File: src/rtl/lc3b_bht_if.sv
// Fetch/resolve-side bundle for the LC-3b branch history table.
// master = pipeline (drives lookups and resolutions), slave = the BHT.
interface lc3b_bht_if #(
    parameter int INDEX_BITS = 5
);
    logic [15:0]           lookup_pc;
    logic                  lookup_valid;
    logic                  predict_taken;
    logic [INDEX_BITS-1:0] lookup_index;
    logic                  update_valid;
    logic [INDEX_BITS-1:0] update_index;
    logic                  update_taken;
    logic                  update_mispredict;
    logic [15:0]           branch_count;
    logic [15:0]           mispredict_count;

    modport master (
        output lookup_pc, lookup_valid, update_valid, update_index,
               update_taken, update_mispredict,
        input  predict_taken, lookup_index, branch_count, mispredict_count
    );

    modport slave (
        input  lookup_pc, lookup_valid, update_valid, update_index,
               update_taken, update_mispredict,
        output predict_taken, lookup_index, branch_count, mispredict_count
    );
endinterface

File: src/rtl/lc3b_bht.sv
// 2-bit saturating-counter branch history table with branch/mispredict stats.
// Optional BHT_GSHARE_EN folds a global history register into the lookup index.
module lc3b_bht #(
    parameter int INDEX_BITS = 5
) (
    input  logic        clk,
    input  logic        reset,
    lc3b_bht_if.slave   bus
);
    localparam int ENTRIES = 1 << INDEX_BITS;

    logic [ENTRIES-1:0][1:0] tbl_q, tbl_d;
    logic [15:0]             branch_cnt_q, branch_cnt_d;
    logic [15:0]             mispred_cnt_q, mispred_cnt_d;
    logic [INDEX_BITS-1:0]   idx;
    logic [1:0]              cur;
    logic                    unused_pc_bits;

    assign unused_pc_bits = ^{bus.lookup_pc[15:INDEX_BITS+1], bus.lookup_pc[0]};

`ifdef BHT_GSHARE_EN
    logic [INDEX_BITS-1:0] ghr_q, ghr_d;

    always_comb begin
        ghr_d = ghr_q;
        if (bus.update_valid) ghr_d = {ghr_q[INDEX_BITS-2:0], bus.update_taken};
    end

    always_ff @(posedge clk or posedge reset) begin
        if (reset) ghr_q <= '0;
        else       ghr_q <= ghr_d;
    end

    assign idx = bus.lookup_pc[INDEX_BITS:1] ^ ghr_q;
`else
    assign idx = bus.lookup_pc[INDEX_BITS:1];
`endif

    // Lookup reads the registered table, so a same-cycle update is not bypassed.
    assign bus.lookup_index     = idx;
    assign bus.predict_taken    = bus.lookup_valid & tbl_q[idx][1];
    assign bus.branch_count     = branch_cnt_q;
    assign bus.mispredict_count = mispred_cnt_q;

    assign cur = tbl_q[bus.update_index];

    always_comb begin
        tbl_d         = tbl_q;
        branch_cnt_d  = branch_cnt_q;
        mispred_cnt_d = mispred_cnt_q;
        if (bus.update_valid) begin
            if (bus.update_taken) begin
                if (cur != 2'b11) tbl_d[bus.update_index] = cur + 2'b01;
            end else begin
                if (cur != 2'b00) tbl_d[bus.update_index] = cur - 2'b01;
            end
            if (branch_cnt_q != 16'hFFFF) branch_cnt_d = branch_cnt_q + 16'd1;
            if (bus.update_mispredict && mispred_cnt_q != 16'hFFFF)
                mispred_cnt_d = mispred_cnt_q + 16'd1;
        end
    end

    always_ff @(posedge clk or posedge reset) begin
        if (reset) begin
            for (int i = 0; i < ENTRIES; i++) tbl_q[i] <= 2'b01;
            branch_cnt_q  <= '0;
            mispred_cnt_q <= '0;
        end else begin
            tbl_q         <= tbl_d;
            branch_cnt_q  <= branch_cnt_d;
            mispred_cnt_q <= mispred_cnt_d;
        end
    end
endmodule
File: src/flat_wrapper.sv
// flat-port wrapper written by rule: the top's interface ports become plain ports
module lc3b_bht_flat 
#(
    parameter int INDEX_BITS = 5
)
  (clk, reset, bus_lookup_pc, bus_lookup_valid, bus_update_valid, bus_update_index, bus_update_taken, bus_update_mispredict, bus_predict_taken, bus_lookup_index, bus_branch_count, bus_mispredict_count);
  lc3b_bht_if #(.INDEX_BITS(INDEX_BITS)) bus_i ();
  input  logic clk;
  input  logic reset;
  input wire logic [$bits(bus_i.lookup_pc)-1:0] bus_lookup_pc;
  input wire logic [$bits(bus_i.lookup_valid)-1:0] bus_lookup_valid;
  input wire logic [$bits(bus_i.update_valid)-1:0] bus_update_valid;
  input wire logic [$bits(bus_i.update_index)-1:0] bus_update_index;
  input wire logic [$bits(bus_i.update_taken)-1:0] bus_update_taken;
  input wire logic [$bits(bus_i.update_mispredict)-1:0] bus_update_mispredict;
  output wire logic [$bits(bus_i.predict_taken)-1:0] bus_predict_taken;
  output wire logic [$bits(bus_i.lookup_index)-1:0] bus_lookup_index;
  output wire logic [$bits(bus_i.branch_count)-1:0] bus_branch_count;
  output wire logic [$bits(bus_i.mispredict_count)-1:0] bus_mispredict_count;
  assign bus_i.lookup_pc = bus_lookup_pc;
  assign bus_i.lookup_valid = bus_lookup_valid;
  assign bus_i.update_valid = bus_update_valid;
  assign bus_i.update_index = bus_update_index;
  assign bus_i.update_taken = bus_update_taken;
  assign bus_i.update_mispredict = bus_update_mispredict;
  assign bus_predict_taken = bus_i.predict_taken;
  assign bus_lookup_index = bus_i.lookup_index;
  assign bus_branch_count = bus_i.branch_count;
  assign bus_mispredict_count = bus_i.mispredict_count;
  lc3b_bht #(.INDEX_BITS(INDEX_BITS)) u_core (.clk(clk), .reset(reset), .bus(bus_i));
endmodule
File: config.mk
export PLATFORM = sky130hd
export DESIGN_NAME = lc3b_bht_flat
export DESIGN_NICKNAME = d
export VERILOG_FILES = /design/src/rtl/lc3b_bht_if.sv /design/src/rtl/lc3b_bht.sv /design/src/flat_wrapper.sv
export SDC_FILE = /design/constraint.sdc
export NUM_CORES = 1
export LEC_CHECK = 0
export BUFFER_PORTS_ARGS = -buffer_cell sky130_fd_sc_hd__buf_4
export CORE_MARGIN = 2
export CORE_UTILIZATION = 50
export CTS_CLUSTER_DIAMETER = 80
export CTS_CLUSTER_SIZE = 25
export DETAILED_ROUTE_END_ITERATION = 16
export PLACE_DENSITY = 0.78
export SYNTH_ARGS = -nofsm -noshare
export SYNTH_HDL_FRONTEND = slang
export SYNTH_SLANG_ARGS = --single-unit
File: constraint.sdc
create_clock -name clk -period 4.1 [get_ports clk]
set_clock_uncertainty 0.1 [all_clocks]
set_input_delay 0.82 -clock clk [delete_from_list [all_inputs] [get_ports clk]]
set_output_delay 0.82 -clock clk [all_outputs]
set_load 0.03 [all_outputs]
### Word level (Yosys, flattened, before mapping)

Index checks and enable logic that the tools add are counted.

* add/subtract/negate cells: 4
* magnitude comparators: 3
* equality and inequality tests: 4
* mux-type cells: 11
* bitwise gates (word level): 1
* reduce and logical (&&, ||, !) cells: 7

Operator list (number)
* $mux W64: 3
* $bwmux W64: 2
* $add A16 B1 Y16 const B: 2
* $ne A16 B16 Y1 const B: 2
* $bmux W2 S5: 2
* $lt A5 B6 Y1 const B: 2
* $demux W2 S5: 1
* $mux W2: 3
* $ge A5 B1 Y1 const B: 1
* $reduce_and A2 Y1: 2
* $reduce_bool A2 Y1: 2
* $reduce_and A3 Y1: 1
* $add A2 B1 Y2 const B: 1
* $logic_and A1 B1 Y1: 2
* $ne A2 B1 Y1 const B: 1
* $ne A2 B2 Y1 const B: 1
* $sub A2 B1 Y2 const B: 1
* $and A1 B1 Y1: 1

* flip-flop bits (word level): 96
* bits of input ports: 27
* output and inout port bits: 38
* word-level logic and storage cells: 64

### Depth between registers and ports, before layout

Gate-level depths: netlist of the first run.

* depth in word-level cells: 7
* mapped depth: 14

### Worst setup path after synthesis of the first run

OpenSTA, ideal clock, no wires.

* path kind: input port to flip-flop
* start point: in bus_update_index[2]
* end point: reg u_core.tbl_q[17] (netlist name)
* arrival time: 3463 ps
* data required time: 3875 ps
* path slack: 412 ps
* stages on the path: 13
* cells stage by stage: buf_2 or3b_1 buf_2 o22ai_1 nor4_4 buf_2 mux2_2 ha_1 mux2i_1 and2_1 nor3b_2 nand3_1 mux2_2

* cells in the longest elaborated chain, start to end: 7

Ends and longest elaborated chain
* start: declaration: RTL line flat_wrapper.sv:13 `input wire logic [$bits(bus_i.update_index)-1:0] bus_update_index;`
* $lt A5 B6 Y1 (not written as such) or $ge A5 B1 Y1 (tied branches): RTL line lc3b_bht.sv:53, lc3b_bht.sv:55
* $logic_and A1 B1 Y1 (not written as such): RTL line lc3b_bht.sv:53, lc3b_bht.sv:55
* $mux W2 (not written as such): RTL line lc3b_bht.sv:53, lc3b_bht.sv:55
* $demux W2 S5
* $bwmux W64, on equally long branches: RTL line lc3b_bht.sv:55, lc3b_bht.sv:53
* $mux W64, on equally long branches: RTL line lc3b_bht.sv:55, lc3b_bht.sv:53
* $mux W64: RTL line lc3b_bht.sv:52 `if (bus.update_taken) begin`
* end signal: assignment: RTL line lc3b_bht.sv:69 `tbl_q <= tbl_d;`
* end: declaration: RTL line lc3b_bht.sv:12 `logic [ENTRIES-1:0][1:0] tbl_q, tbl_d;`

Several ways; a longest one is shown, not always the timed one. The select of a mux whose other input is x is not followed.
A chain may end at the register's enable or synchronous reset.

### Final worst setup path of the first run

* start point: in bus_update_index[0]
* end point: reg u_core.tbl_q[15] (netlist name)

The elaborated chain is that of the path after synthesis.

==> impl_metrics.yaml, run 1 <==
synth:
  syn_area_um2: 5100
  synthTopCellsByArea: "dfrtp_1 (31%), dfstp_2 (16%), mux2_2 (15%)"
  ys_ff_latch: 96
  netlist.area_leader.share_pct: 31.4
  avgSynthCellArea_um2: 12.5
  yosysWarnings: 0
  synthFlopType: "dfrtp_1"
  syn_nets: 439
  synthArstFlopShare_pct: 100
  synth_cells: 408
  synth_cell_types: 44
  ys_seq_area_share_pct: 47.9
  yosys.area.top_type: "dfrtp_1"
  synth_edf_count: 0
critical_path:
  cp-start-kind: "input port"
  crit_fanout: 18
  cp.required_ns: 4.25
  critical_path.slowest_cell: "mux4_2"
  critical_path_class: "input port to register"
  path_cells: "buf_4, mux4_2, a22o_1, nor4_2, inv_1, ha_1, mux2i_1, and2_1, nand3_1, buf_4, nor2_1, mux2_2"
  max_stage_delay_ns: 0.55
  cpMostUsedCell: "buf_4"
  cp-end-kind: "register"
  cp.arrival_ns: 3.86
  rrSetupSlack_ns: 0.85
place:
  post-place-ws_ns: 0.0243
  io_buffers: 53
  gp_congestion: 0.831
  dp_hpwl_um: 7690
  placed_area_um2: 5670
sta:
  post-route-period-util_pct: 90.3
  period_minus_slack_ns: 3.70
  final.setup.tns_ns: 0
  fmax_ghz: 0.270
  hold_viol: 0
  setup_viol: 0
  setup_slack_ns: 0.397
  grt_setup_unrepaired: "no"
  maxSlewHeadroom_pct: 43.3
  max_slew.worst_pin.slew_ns: 0.850
  maxSlewViolCount: 0
cts:
  cts_max_path_buffers: 2
  postCtsSetupBuffers: 0
  cts_made_buffers: 9
  clock-root-buffer: "clkbuf_8"
  cts_resized: 0
  clkLatencyLatePin_ns: 0.36
  cts.sinks: 96
  clk_pin_slew_worst_paths_ns: 0.08
  htree_levels: 3
  tritoncts: "yes"
  ctsHoldBuffers: 0
cells_and_area:
  final_util_pct: 59.8
  fin_area_um2: 5880
  mostFrequentLayoutCells: "buf_4 (69), mux2_2 (68), dfrtp_1 (64), dfstp_2 (32), nor2_1 (31)"
  drive_gt1_share_pct: 43.9
  antennaDiodeCount: 0
  fin_nets: 497
  area_growth_pct: 15.3
  final_common_cell: "buf_4"
floorplan:
  die_h_um: 105
  io_pins: 65
  rows: 36
  dieWidth_um: 105
  start_util_pct: 51.9
  die-area_um2: 11000
  placeableCoreArea_um2: 9820
route:
  avgRoutedWirePerCell_um: 17.6
  first_iter_violations: 138
  first_pass_iters: 4
  drc: 0
  vias_per_cell: 5.64
  antenna_left: 0
  drt_wl_total_um: 10600
  num_vias: 3407
pwr:
  switching_power_uw: 1090
  internal_power_uw: 2190
  p_seq_share_pct: 47.1
  p_per_area_nw_per_um2: 558
  vdd_ir_drop_max_v: 0.000526
  p_leak_uw: 0.00263
  switching_share_pct: 33.3
  pwr-share-comb_pct: 33.1
  p_clk_share_pct: 19.8
grt:
  grt_max_degree: 50
  grt_pass1_wl_um: 17800
  gr-total-overflow: 0
  antenna_found_initial: 0
  grt_use_total_pct: 20.4
  grt_pass1_vias: 3567
status:
  status: "finished, final reports clean"
worst_hold_path:
  worstHoldPathType: "register to register"
job:
  cap_violations: 0
==> stage by stage <==
step | hold WS, ns | power [uW] | instances
detailed placement | 0.386 | 2650 | 588
finish | 0.400 | 3280 | 604
floorplan | 0.392 | 2270 | 408
global placement | 0.380 | 2590 | 588
CTS | 0.399 | 3310 | 604
global route | 0.428 | 3480 | 604
==> final cells by class <==
type / instances / area, um2
clock inverter: 2 / 37.5
timing repair buffer: 71 / 558
fill: 827 / 3940
tap: 133 / 166
sequential: 96 / 2440
multi-input combinational: 276 / 2450
clock buffer: 14 / 173
inverter: 12 / 46.3
==> final timing paths <==
path / startpoint / to / cells past startpoint
worst max-delay path: bus_update_index[0] / u_core.tbl_q[15] / 12
worst min-delay path: u_core.bus.branch_count[14] / u_core.bus.branch_count[14] / 1
worst max register to register: u_core.tbl_q[33] / u_core.tbl_q[15] / 11
worst min register to register: u_core.bus.branch_count[14] / u_core.bus.branch_count[14] / 1
max in group asynchronous: reset / async pin / 3
min in group asynchronous: reset / u_core.bus.branch_count[4] / 2
==> power by group through the flow <==
| stage | clock (uW) | combinational (uW) | sequential, uW |
|---|---|---|---|
| after floorplan | 0 | 663 | 1610 |
| after global placement | 0 | 1050 | 1530 |
| after detailed placement | 0 | 1090 | 1560 |
| after CTS | 671 | 1100 | 1540 |
| after global routing | 716 | 1170 | 1590 |
| final | 651 | 1090 | 1550 |
==> kinds of logic after synthesis <==
logic type / after synthesis / share of synthesized area (%)
xor gates and xnor gates: 27 / 4.64
DFF: 96 / 47.9
buffers and inverters: 36 / 4.12
AOI/OAI and AO/OA: 23 / 3.31
muxes: 105 / 26.2
and+or+nand+nor: 117 / 12.8
adders and majority gates: 4 / 0.982
==> cell usage after synthesis, types with 2 or more instances <==
library cell	number
nand4_1	12
and2_1	4
ha_1	4
xnor2_1	18
inv_1	12
nand2_1	21
xor2_1	9
clkbuf_1	8
dfstp_2	32
nand3_1	11
mux2_2	68
mux4_2	16
mux2i_1	21
o21a_1	3
a22o_1	2
nor3_1	3
buf_12	2
o22ai_1	8
nor4_4	2
o211ai_1	2
buf_2	7
and3_1	12
buf_6	2
or3b_1	2
nand3b_1	6
dfrtp_1	64
buf_4	5
nor2_1	31
and4_1	3
nand2b_1	4
==> layer usage <==
metal / track usage (%) / part of all wire (%) / vias to the layer above
met5: 0 / 0 / -
met4: 7.05 / 1.1 / 0
met3: 3.81 / 4.6 / 13
met2: 33.9 / 52 / 92
met1: 26.9 / 42 / 1721
li1: - / - / 1581
==> worst max-delay path, delay by kind of cell <==
family | cells | cell delay (ns)
buffers and inverters | 3 | 0.59
adders and majority gates | 1 | 0.20
and+or+nand+nor | 4 | 0.91
AOI/OAI and AO/OA | 1 | 0.28
muxes | 3 | 1.05
Note: power is estimated with default switching activity, not from simulation.
==> inputs of run 2 (changes only) <==
--- a/config.mk
+++ b/config.mk
@@ -11,7 +11,7 @@
 export CTS_CLUSTER_DIAMETER = 80
 export CTS_CLUSTER_SIZE = 25
 export DETAILED_ROUTE_END_ITERATION = 16
-export PLACE_DENSITY = 0.78
+export PLACE_DENSITY = 0.7
 export SYNTH_ARGS = -nofsm -noshare
 export SYNTH_HDL_FRONTEND = slang
 export SYNTH_SLANG_ARGS = --single-unit
==> impl_metrics.yaml, run 2 (same netlist as run 1, synthesis figures left out) <==
sta:
  period_minus_slack_ns: 3.56
  fmax_ghz: 0.281
  setup_viol: 0
  final.setup.tns_ns: 0
  maxSlewHeadroom_pct: 45.0
  maxSlewViolCount: 0
  post-route-period-util_pct: 86.7
  max_slew.worst_pin.slew_ns: 0.823
  hold_viol: 0
  grt_setup_unrepaired: "no"
route:
  avgRoutedWirePerCell_um: 17.5
  vias_per_cell: 5.65
  first_pass_iters: 4
  drc: 0
  first_iter_violations: 154
  antenna_left: 0
  drt_wl_total_um: 10500
  num_vias: 3399
cts:
  clk_pin_slew_worst_paths_ns: 0.11
  cts_max_path_buffers: 2
  ctsHoldBuffers: 0
  cts.sinks: 96
  postCtsSetupBuffers: 0
  clkLatencyLatePin_ns: 0.38
  cts_resized: 0
  cts_made_buffers: 9
  htree_levels: 3
  tritoncts: "yes"
  clock-root-buffer: "clkbuf_8"
floorplan:
  rows: 36
  start_util_pct: 51.9
  die_h_um: 105
  dieWidth_um: 105
  die-area_um2: 11000
  placeableCoreArea_um2: 9820
  io_pins: 65
grt:
  antenna_found_initial: 0
  grt_pass1_vias: 3464
  gr-total-overflow: 0
  grt_pass1_wl_um: 17600
  grt_max_degree: 51
  grt_use_total_pct: 20.5
critical_path:
  cp-start-kind: "input port"
  max_stage_delay_ns: 0.51
  critical_path.slowest_cell: "mux4_2"
  cp.arrival_ns: 3.72
  crit_buf_inv: 4
  path_cells: "buf_4, buf_12, mux4_2, a22o_1, nor4_2, inv_1, ha_1, mux2i_1, and2_1, nand3b_1, buf_4, nor2_1, mux2_2"
  crit_fanout: 7
  cp-end-kind: "register"
  ff2ff_path_depth: 11
  cp.required_ns: 4.27
  cpLargestDelayFamily: "multiplexers"
  critical_path_class: "input port to register"
  cpMostUsedCell: "buf_4"
  cp.depth: 13
place:
  io_buffers: 53
  gp_congestion: 0.828
  dp_hpwl_um: 7530
cells_and_area:
  fillerInstances: 846
  mostFrequentLayoutCells: "mux2_2 (68), buf_4 (67), dfrtp_1 (64), dfstp_2 (32), nor2_1 (31)"
  fin_nets: 495
  final_common_cell: "mux2_2"
  area_growth_pct: 14.7
  drive_gt1_share_pct: 44.1
  antennaDiodeCount: 0
pwr:
  vdd_ir_drop_max_v: 0.000509
  p_per_area_nw_per_um2: 552
  total_power_uw: 3230
  p_leak_uw: 0.00262
job:
  cap_violations: 0
worst_hold_path:
  worstHoldPathType: "register to register"
  min_delay_path_depth: 1
status:
  status: "finished, final reports clean"
-- run 2: cell count changes in the layout (fill, tap and decap cells not counted), sizes merged --
cell / change
buf: -2
bufinv: -1
clkbuf: -4
clkinv: +2
clkinvlp: -1
inv: +4
-- run 2: area by class of cell --
| cell class | count | area (um2) | area share, % |
|---|---|---|---|
| multi-input cells | 276 | 2450 | 42.0 |
| flip-flops and latches | 96 | 2440 | 41.8 |
| repair buffers | 69 | 543 | 9.29 |
| well taps | 133 | 166 | 2.85 |
| clock buffers | 10 | 138 | 2.35 |
| clock inverters | 6 | 57.6 | 0.984 |
| inverters | 12 | 46.3 | 0.792 |
-- run 2: report_power, final --
| part | switching, uW | internal [uW] |
|---|---|---|
| Clock | 366 | 252 |
| Combinational | 521 | 534 |
| Sequential | 245 | 1310 |
| Total | 1130 | 2100 |
-- run 2: layer usage --
metal  global-route usage, %  wire length, um  vias up
li1                        -                -     1584
met1                    28.0             4880     1717
met2                    32.6             4960       84
met3                    4.30              484       14
met4                    7.33              183        0
met5                       0                0        -
-- run 2: path summary, 6_finish.rpt --
kind	from	endpoint	slack [ns]
hold reg to reg	u_core.bus.branch_count[14]	u_core.bus.branch_count[14]	0.39
max in group asynchronous	reset	async pin	2.65
setup / recovery	bus_update_index[0]	u_core.tbl_q[43]	0.54
setup reg to reg	u_core.tbl_q[39]	u_core.tbl_q[43]	0.77
hold / removal	u_core.bus.branch_count[14]	u_core.bus.branch_count[14]	0.39
min in group asynchronous	reset	u_core.bus.branch_count[2]	0.46
-- run 2: through the flow --
stage               utilization (%)  setup slack, ns  instance area, um2  hold WS, ns  std cells
CTS                            59.5            0.495                5850        0.400        602
global route                   59.5            0.374                5850        0.424        602
floorplan                         -            0.412                5100        0.392        408
finish                         59.5            0.543                5850        0.395        602
global placement               57.6            0.223                5650        0.381        586
detailed placement             57.6           0.0894                5650        0.386        586
==> inputs of run 3 (changes only) <==
--- a/config.mk
+++ b/config.mk
@@ -5,13 +5,14 @@
 export SDC_FILE = /design/constraint.sdc
 export NUM_CORES = 1
 export LEC_CHECK = 0
+export ABC_AREA = 1
 export BUFFER_PORTS_ARGS = -buffer_cell sky130_fd_sc_hd__buf_4
 export CORE_MARGIN = 2
 export CORE_UTILIZATION = 50
 export CTS_CLUSTER_DIAMETER = 80
 export CTS_CLUSTER_SIZE = 25
 export DETAILED_ROUTE_END_ITERATION = 16
-export PLACE_DENSITY = 0.7
+export PLACE_DENSITY = 0.8
 export SYNTH_ARGS = -nofsm -noshare
 export SYNTH_HDL_FRONTEND = slang
 export SYNTH_SLANG_ARGS = --single-unit
==> impl_metrics.yaml, run 3 <==
status:
  status: "finished, final reports clean"
cts:
  postCtsSetupBuffers: 0
  cts_resized: 0
  clk_pin_slew_worst_paths_ns: 0.09
  cts_max_path_buffers: 2
  tritoncts: "yes"
  clock-root-buffer: "clkbuf_8"
  cts_made_buffers: 9
  cts.sinks: 96
  ctsHoldBuffers: 0
  clkLatencyLatePin_ns: 0.37
  htree_levels: 3
cells_and_area:
  fin_nets: 875
  final_common_cell: "nand2_1"
  fin_area_um2: 6240
  drive_gt1_share_pct: 14.3
  final_util_pct: 57.6
  mostFrequentLayoutCells: "nand2_1 (357), nand3_1 (70), nor2_1 (67), inv_1 (64), dfrtp_1 (64)"
  antennaDiodeCount: 0
  area_growth_pct: 12.0
critical_path:
  critical_path.slowest_cell: "nor2_1"
  crit_fanout: 9
  cp.required_ns: 4.25
  cp-start-kind: "input port"
  path_cells: "buf_4, inv_4, nor2_1, buf_4, nand2_1, nand3_1, nand2_1, nand2_1, nor2_4, nand2_1, inv_1, ha_1, a21oi_1, buf_4, nand2_1, nor2_1, inv_1, nand2_1, o21ai_0"
  max_stage_delay_ns: 0.29
  ff2ff_path_depth: 17
  cpMostUsedCell: "nand2_1"
  critical_path_class: "input port to register"
  cp-end-kind: "register"
  cp.arrival_ns: 3.37
worst_hold_path:
  worstHoldPathType: "register to register"
  min_delay_path_depth: 2
synth:
  netlist.area_leader.share_pct: 28.7
  synth_edf_count: 0
  synthTopCellsByCount: "nand2_1 (357), nand3_1 (70), nor2_1 (67), inv_1 (65), dfrtp_1 (64)"
  ys_ff_latch: 96
  synthArstFlopShare_pct: 100
  syn_nets: 830
  yosys.area.top_type: "dfrtp_1"
  synth_cells: 799
  synth_cell_types: 29
  yosysWarnings: 0
  ys_seq_area_share_pct: 43.8
  syn_area_um2: 5580
  synthTopCellsByArea: "dfrtp_1 (29%), nand2_1 (24%), dfstp_2 (15%)"
  synth_most_common_cell: "nand2_1"
  avgSynthCellArea_um2: 6.98
  synthFlopType: "dfrtp_1"
sta:
  hold_viol: 0
  fmax_ghz: 0.310
  period_minus_slack_ns: 3.23
  maxSlewHeadroom_pct: 61.9
  max_slew.worst_pin.slew_ns: 0.571
  post-route-period-util_pct: 78.7
  final.setup.tns_ns: 0
  setup_slack_ns: 0.875
  maxSlewViolCount: 0
  setup_viol: 0
  grt_setup_unrepaired: "no"
floorplan:
  die-area_um2: 12000
  placeableCoreArea_um2: 10800
  dieWidth_um: 110
  die_h_um: 110
  io_pins: 65
  start_util_pct: 51.5
  rows: 38
route:
  drc: 0
  antenna_left: 0
  first_pass_iters: 5
  num_vias: 5110
  drt_wl_total_um: 13600
  avgRoutedWirePerCell_um: 13.8
  first_iter_violations: 374
  vias_per_cell: 5.17
place:
  placed_area_um2: 6070
  io_buffers: 53
  gp_congestion: 0.894
  dp_hpwl_um: 9230
  post-place-ws_ns: 0.551
pwr:
  total_power_uw: 2940
  vdd_ir_drop_max_v: 0.000384
  p_per_area_nw_per_um2: 470
  p_leak_uw: 0.00304
grt:
  grt_use_total_pct: 24.9
  grt_pass1_wl_um: 23200
  grt_max_degree: 53
  antenna_found_initial: 0
  grt_pass1_vias: 4806
  gr-total-overflow: 0
job:
  cap_violations: 0
==> run 3: changes by cell type after synthesis, sizes merged, moves of 5 or more <==
cell / change
and3: -12
nor3: +5
o21ai: +39
mux2i: -21
mux4: -16
nand2: +338
nor2: +41
buf: +8
o22ai: -8
mux2: -68
inv: +56
nand3: +59
==> run 3: logic make-up (layout without fill, tap and decap cells) <==
kind of cell / Yosys count / after routing / share of synthesized area [%]
flops: 96 / 96 / 43.8
compound gates: 48 / 48 / 4.44
simple gates: 528 / 528 / 38.9
xor+xnor: 26 / 26 / 4.08
fa+ha+maj: 4 / 4 / 0.897
buf+inv: 97 / 147 / 7.85
==> run 3: final timing paths <==
kind                                      from                        endpoint  slack [ns]
max                        bus_update_index[1]                u_core.tbl_q[33]        0.87
min                                   register                        register        0.37
max in group asynchronous                reset                       async pin        2.76
max reg2reg                           register                u_core.tbl_q[33]        1.53
min in group asynchronous                reset  u_core.bus.mispredict_count[8]        0.42
min reg2reg                           register                        register        0.37
==> run 3: routing by layer <==
layer	vias to the layer above	global-route usage [%]	share of wire [%]
met5	-	0	0
met4	0	9.67	2.5
met3	23	4.39	7.1
met2	187	39.7	46
met1	2322	34.0	44
li1	2578	-	-
==> run 3: cell type report <==
cell class | instances | area [um2]
clock buffer | 13 | 159
clock inverter | 3 | 17.5
fill | 1065 | 4600
inverter | 68 | 260
multi-input combinational | 606 | 2710
sequential | 96 | 2440
tap | 140 | 175
timing repair buffer | 63 | 485
==> run 3: critical path, delay by kind of cell <==
kind | cells | cell delay, ns
AND/OR/NAND/NOR | 10 | 1.22
AO/OA/AOI/OAI | 2 | 0.25
adder cells (fa/ha/maj) | 1 | 0.19
buffers and inverters | 6 | 0.88
==> run 3: metrics by stage <==
stage / hold slack [ns] / std cells
final: 0.368 / 989
after global routing: 0.386 / 989
after CTS: 0.370 / 989
after detailed placement: 0.356 / 973
after global placement: 0.354 / 973
after floorplan: 0.346 / 799
==> run 3: power breakdown <==
part / leakage, uW / internal (uW) / switching, uW
sequential: 0.00119 / 1260 / 208
clock: 0.0000894 / 253 / 321
combinational: 0.00176 / 331 / 569
total: 0.00304 / 1840 / 1100
